### src/rtl/excess3_to_bcd_seq_if.sv
// Handshake bundle for the Excess-3 to BCD decoder: input word channel and result channel.
interface excess3_to_bcd_seq_if #(
  parameter int DIGITS = 4
);
  logic                  in_valid;
  logic                  in_ready;
  logic [4*DIGITS-1:0]   in_data;
  logic                  out_valid;
  logic                  out_ready;
  logic [4*DIGITS-1:0]   out_data;
  logic [DIGITS-1:0]     out_err_mask;
  logic                  out_err;

  modport master (
    output in_valid, in_data, out_ready,
    input  in_ready, out_valid, out_data, out_err_mask, out_err
  );

  modport slave (
    input  in_valid, in_data, out_ready,
    output in_ready, out_valid, out_data, out_err_mask, out_err
  );
endinterface

### src/rtl/excess3_to_bcd_seq.sv
// Sequential Excess-3 to BCD decoder: one digit per clock, LSB nibble first,
// with a per-digit illegal-code mask on the result.
module excess3_to_bcd_seq #(
  parameter int DIGITS = 4
) (
  input  logic                 clk,
  input  logic                 rst_n,
  excess3_to_bcd_seq_if.slave  bus,
  output logic                 busy
);
  localparam int W     = 4 * DIGITS;
  localparam int IDX_W = (DIGITS > 1) ? $clog2(DIGITS) : 1;
  localparam logic [IDX_W-1:0] LAST_IDX = IDX_W'(DIGITS - 1);

  typedef enum logic [1:0] {
    IDLE = 2'd0,
    CONV = 2'd1,
    DONE = 2'd2
  } state_t;

  state_t             state_q, state_d;
  logic [W-1:0]       shift_q, shift_d;
  logic [W-1:0]       result_q, result_d;
  logic [DIGITS-1:0]  mask_q, mask_d;
  logic [IDX_W-1:0]   idx_q, idx_d;
  logic [4:0]         dec;

  // Returns {illegal, bcd}; illegal codes decode to 4'hF.
  function automatic logic [4:0] decode_digit(input logic [3:0] e);
    if (e >= 4'h3 && e <= 4'hC) return {1'b0, e - 4'h3};
    else                        return {1'b1, 4'hF};
  endfunction

  always_comb begin
    state_d  = state_q;
    shift_d  = shift_q;
    result_d = result_q;
    mask_d   = mask_q;
    idx_d    = idx_q;
    dec      = decode_digit(shift_q[3:0]);
    unique case (state_q)
      IDLE: begin
        if (bus.in_valid) begin
          shift_d  = bus.in_data;
          result_d = '0;
          mask_d   = '0;
          idx_d    = '0;
          state_d  = CONV;
        end
      end
      CONV: begin
        for (int i = 0; i < DIGITS; i++) begin
          if (idx_q == IDX_W'(i)) begin
            result_d[4*i +: 4] = dec[3:0];
            mask_d[i]          = dec[4];
          end
        end
        shift_d = shift_q >> 4;
        // Index holds at the last digit instead of wrapping.
        if (idx_q == LAST_IDX) state_d = DONE;
        else                   idx_d   = idx_q + 1'b1;
      end
      DONE: begin
        if (bus.out_ready) state_d = IDLE;
      end
      default: state_d = IDLE;
    endcase
  end

  always_ff @(posedge clk or negedge rst_n) begin
    if (!rst_n) begin
      state_q  <= IDLE;
      shift_q  <= '0;
      result_q <= '0;
      mask_q   <= '0;
      idx_q    <= '0;
    end else begin
      state_q  <= state_d;
      shift_q  <= shift_d;
      result_q <= result_d;
      mask_q   <= mask_d;
      idx_q    <= idx_d;
    end
  end

  // Handshake outputs come straight from the state register.
  assign bus.in_ready     = (state_q == IDLE);
  assign bus.out_valid    = (state_q == DONE);
  assign busy             = (state_q != IDLE);
  assign bus.out_data     = result_q;
  assign bus.out_err_mask = mask_q;
  assign bus.out_err      = |mask_q;
endmodule
### src/flat_wrapper.sv
// flat-port wrapper written by rule: the top's interface ports become plain ports
module excess3_to_bcd_seq_flat 
#(
  parameter int DIGITS = 4
)
  (clk, rst_n, busy, bus_in_valid, bus_in_data, bus_out_ready, bus_in_ready, bus_out_valid, bus_out_data, bus_out_err_mask, bus_out_err);
  excess3_to_bcd_seq_if #(.DIGITS(DIGITS)) bus_i ();
  input  logic clk;
  input  logic rst_n;
  output logic busy;
  input wire logic [$bits(bus_i.in_valid)-1:0] bus_in_valid;
  input wire logic [$bits(bus_i.in_data)-1:0] bus_in_data;
  input wire logic [$bits(bus_i.out_ready)-1:0] bus_out_ready;
  output wire logic [$bits(bus_i.in_ready)-1:0] bus_in_ready;
  output wire logic [$bits(bus_i.out_valid)-1:0] bus_out_valid;
  output wire logic [$bits(bus_i.out_data)-1:0] bus_out_data;
  output wire logic [$bits(bus_i.out_err_mask)-1:0] bus_out_err_mask;
  output wire logic [$bits(bus_i.out_err)-1:0] bus_out_err;
  assign bus_i.in_valid = bus_in_valid;
  assign bus_i.in_data = bus_in_data;
  assign bus_i.out_ready = bus_out_ready;
  assign bus_in_ready = bus_i.in_ready;
  assign bus_out_valid = bus_i.out_valid;
  assign bus_out_data = bus_i.out_data;
  assign bus_out_err_mask = bus_i.out_err_mask;
  assign bus_out_err = bus_i.out_err;
  excess3_to_bcd_seq #(.DIGITS(DIGITS)) u_core (.clk(clk), .rst_n(rst_n), .bus(bus_i), .busy(busy));
endmodule
### config.mk
export PLATFORM = sky130hd
export DESIGN_NAME = excess3_to_bcd_seq_flat
export DESIGN_NICKNAME = d
export VERILOG_FILES = /design/src/rtl/excess3_to_bcd_seq_if.sv /design/src/rtl/excess3_to_bcd_seq.sv /design/src/flat_wrapper.sv
export SDC_FILE = /design/constraint.sdc
export NUM_CORES = 1
export LEC_CHECK = 0
export CAP_MARGIN = 40
export CORE_ASPECT_RATIO = 0.6
export CORE_UTILIZATION = 53
export CTS_CLUSTER_SIZE = 24
export DETAILED_ROUTE_END_ITERATION = 7
export HOLD_SLACK_MARGIN = 0.03
export PLACE_DENSITY_LB_ADDON = 0.12
export REMOVE_ABC_BUFFERS = 1
export SETUP_SLACK_MARGIN = 0.15
export SYNTH_ARGS = -nofsm -noshare
export SYNTH_HDL_FRONTEND = slang
export SYNTH_SLANG_ARGS = --single-unit
### constraint.sdc
create_clock -name clk -period 2.4 [get_ports clk]
set_input_delay 0.72 -clock clk [delete_from_list [all_inputs] [get_ports clk]]
set_output_delay 0.72 -clock clk [all_outputs]
set_load 0.05 [all_outputs]
Word-level counts from Yosys, hierarchy flattened
Cells that the tools add are included.

Flip-flop bits (word level): 40. Input port bits: 20. Output and inout port bits: 24. Word-level logic and storage cells: 62.

Add/subtract/negate cells: 2. $lt $le $gt $ge: 2. Equality and inequality tests: 12. Muxes and demuxes: 22. Reduce and logical (&&, ||, !) cells: 13.

Operators with widths (count): $pmux W16 S2 (2); $mux W16 (2); $mux W4 (5); $reduce_and A3 Y1 (6); $mux W2 (5); $ne A2 B1 Y1 const B (4); $pmux W4 S2 (1); $eq A2 B2 Y1 const B (3); $ne A2 B2 Y1 const B (3); $pmux W2 S3 (1); $mux W5 (1); $eq A2 B1 Y1 const B (2); $ge A4 B2 Y1 const B (1); $le A4 B4 Y1 const B (1); $logic_not A2 Y1 (2); $mux W1 (4); $pmux W2 S2 (1); $reduce_bool A2 Y1 (2); $reduce_or A4 Y1 (1); $sub A4 B2 Y4 const B (1); $add A2 B1 Y2 const B (1); $reduce_and A2 Y1 (1); $logic_and A1 B1 Y1 (1).

Longest topological paths before layout
Word-level depth: 5. Gate-level depth with buffers: 6. Mapped depth without buffers: 5.

Worst setup path before layout
OpenSTA, ideal clock, no wires.

Path kind: flip-flop to output port. From: reg u_core.mask_q[1], in the netlist u_core.bus.out_err_mask[1]. To: out bus_out_err. Arrival time: 1.386 ns. Data required time: 1.680 ns. Setup slack: 0.294 ns. Stages on the path, launching flop included: 2. Buffers on the path: 0. Cell sequence: dfrtp_1 -> or4_1.

Longest elaborated chain between the ends: 1.

Ends and longest elaborated chain: from (decl) (line excess3_to_bcd_seq.sv:24) `logic [DIGITS-1:0] mask_q, mask_d;`; from (signal assigned) (line excess3_to_bcd_seq.sv:81) `mask_q <= mask_d;`; $reduce_or A4 Y1 (line excess3_to_bcd_seq.sv:92) `assign bus.out_err = |mask_q;`; to (decl) (line flat_wrapper.sv:18) `output wire logic [$bits(bus_i.out_err)-1:0] bus_out_err;`.

Every way passes these cells.

Final worst setup path
From: reg u_core.result_q[13], in the netlist u_core.bus.out_data[13]. To: out bus_out_data[13].

RTL lines: from (decl) (line excess3_to_bcd_seq.sv:23) `logic [W-1:0] result_q, result_d;`; from (signal assigned) (line excess3_to_bcd_seq.sv:80) `result_q <= result_d;`; to (decl) (line flat_wrapper.sv:16) `output wire logic [$bits(bus_i.out_data)-1:0] bus_out_data;`.

No word-level cell between the ends.

==> key figures <==
Synth
  – Post-synth EDFFs: 0
  – Synth top cells by count: 40 x dfrtp_1, 36 x nand2_1, 17 x nor2_1
  – Gate Count Post-Synth: 195
  – Register area share after synthesis: between 50% and 60%
  – Share of the synthesized area in the top cell type: approximately half
  – Post-synth top area cell: dfrtp_1
  – Top post-synthesis cells by area: dfrtp_1 52%, nand2_1 7.0%, a31oi_1 5.2%, o2bb2ai_1 4.1%, ha_1 3.9%
  – Cell variety after synth: 30
  – Post-Syn Area: 0.00193 mm^2
  – Synth warn: 0
  – #FFs+latches synth: 40
  – Asr flop ratio synth: 100%
  – Most numerous cell in the Yosys netlist: dfrtp_1
  – Mean Syn Cell Area: 9.87 um^2
  – Top_reg_cell synth: dfrtp_1

Route
  – Wire per inst: between 15 and 20 um
  – DR pass1 iterations: 4
  – Routed via count: 1620
  – Iter 0 DRT Violations: 136
  – Final Routed Wirelength: 4480 um
  – Via density: 5.68
  – DR DRC count: 0
  – Antenna viol nets, final: 0

Die
  – Row cnt: 16
  – IO Pins: 44
  – Die height: 48.7 um
  – Core ar.: 0.00336 mm^2
  – Initial Util: 57.3%
  – Die W: 79.8 um
  – Die area: just under 0.004 mm^2

STA
  – FMAX: 453 MHz
  – Final TNS setup: 0 ns
  – Worst slew pin tran: 0.531 ns
  – Fin crit share: 91.9%
  – Clk_skew: about 0.0071 ns
  – Final setup vio count: 0
  – Minimum clock period after layout: ~2.2 ns
  – Unrepaired setup endpoints after global routing: no
  – Slew Viols, Final: 0
  – Slew HR: 64.5%
  – Hold Violations, Final: 0

CTS
  – Clock slew at reported path FFs: 0.08 ns
  – Largest buffer count on any clock path: 2
  – # Post-CTS Setup Buffers: 0
  – CTS Buf Count: 5
  – Worst-skew pair later-pin latency: 0.29 ns
  – Clock root buffer: clkbuf_8
  – Clock sink total: 40
  – CTS tree: done
  – H-tree depth: 2

Placement
  – Dpl cells: 277
  – Final Wtd Congestion: 0.824
  – # port buffers: 43
  – Placed Area: 0.00240 mm^2
  – Dpl hpwl: ~3000 um

Layout
  – Final std cells w/o fill: 285
  – Area delta synth->final: 30.7%
  – Share of layout cells above drive strength 1: ~8.3%
  – Nets@finish: 265
  – Antenna fix cells: 0
  – Design area: 0.00252 mm^2
  – Final Util: between 70% and 80%

Worst setup path
  – Worst endpoint required time: 1.68 ns
  – Setup CP Type: flop to output port
  – CP Buf/Inv Count: 1
  – Crit-path cells: clkdlybuf4s50_1
  – Startpoint Class: flop
  – Delay-heaviest family, CP: buffers and inverters
  – Max incr delay on CP: approximately 0.83 ns
  – Maximum fanout along the worst path: 2
  – Worst EP arrival: 1.49 ns
  – Critical path capture point type: output port
  – CP max-delay cell: clkdlybuf4s50_1

Run status
  – Status: finished, final reports clean

Global route
  – First-pass GRT wire length: approximately 7600 um
  – Total grt overflow: 0
  – Vias in the first global route: 1579
  – Largest net degree at the start of global routing: 41
  – Number of antenna violations at the first check in global routing: 0
  – All-layer global routing usage: around a quarter

Job
  – Max cap viols: 0

Min path
  – Tightest Hold Check Type: input pin to asynchronous set/reset pin
[layout by cell type (no fill, tap or decap), types with 2 or more instances in the layout]
| master | instances |
|---|---|
| dfrtp_1 | 40 |
| buf_4 | 6 |
| inv_1 | 6 |
| dlymetal6s2s_1 | 4 |
| and3b_1 | 2 |
| nor3b_1 | 5 |
| a21oi_1 | 5 |
| a2bb2oi_1 | 8 |
| clkbuf_8 | 5 |
| nor2_1 | 17 |
| a31oi_1 | 16 |
| nand2b_1 | 4 |
| nand3_1 | 4 |
| ha_1 | 6 |
| o21ai_0 | 11 |
| nand2_1 | 36 |
| o2bb2ai_1 | 9 |
| nand3b_1 | 4 |
| buf_12 | 3 |
| clkdlybuf4s50_1 | 34 |
[state kept, by name (all words and copies together), names as in the netlist]
register	flops
u_core.state_q	2
u_core.idx_q	2
u_core.bus.out_err_mask	4
u_core.shift_q	16
u_core.bus.out_data	16
[final timing paths]
path / from / to / slack (ns) / depth (start not counted)
worst max-delay path: u_core.bus.out_data[13]$_DFFE_PN0P_ / bus_out_data[13] / 0.19 / 1
worst max register to register: u_core.shift_q[0]$_DFFE_PN0P_ / u_core.bus.out_data[15]$_DFFE_PN0P_ / 0.53 / 6
worst min register to register: u_core.bus.out_data[14]$_DFFE_PN0P_ / u_core.bus.out_data[14]$_DFFE_PN0P_ / 0.49 / 1
worst min-delay path: rst_n / u_core.bus.out_data[9]$_DFFE_PN0P_ / 0.38 / 2
min in group clk: u_core.bus.out_data[14]$_DFFE_PN0P_ / u_core.bus.out_data[14]$_DFFE_PN0P_ / 0.49 / 1
max in group asynchronous: rst_n / u_core.shift_q[12]$_DFFE_PN0P_ / 1.82 / 2
[repair_timing]
action / CTS / global route
endpoints found under the setup margin: 0 / 4
resized for setup: 0 / 4
hold buffers: 0 / 0
[cell type report]
class                      count  area, um^2
clock buffer                   6        72.6
clock inverter                 2        35.0
fill                         231         847
inverter                       6        22.5
multi-input combinational    138         828
sequential                    40        1000
tap                           45        56.3
timing repair buffer          48         500
[through the flow]
step                      worst slack [ns]  hold slack (ns)
final                                0.193            0.377
after global routing                 0.155            0.398
after CTS                            0.172            0.383
after detailed placement             0.193            0.473
after global placement               0.266            0.472
after floorplan                      0.294            0.424
[per-layer routing]
layer / GRT usage, % / vias up / part of all wire, %
met5: 0 / - / 0
met3: 7.74 / 10 / 7.4
met2: 39.0 / 67 / 45
met4: 7.14 / 0 / 1.5
li1: - / 773 / -
met1: 36.9 / 770 / 46
[kinds of logic after synthesis]
family	after synthesis	share of synthesized area, %
buffers and inverters	17	5.00
AO/OA/AOI/OAI	51	17.7
adder cells (fa/ha/maj)	6	3.90
flip-flops	40	52.0
AND/OR/NAND/NOR	80	20.9
multiplexers	1	0.520
Power is left out: the tool's default activity adds up to more than one toggle a clock period on the data nets, which glitch-free logic cannot reach.
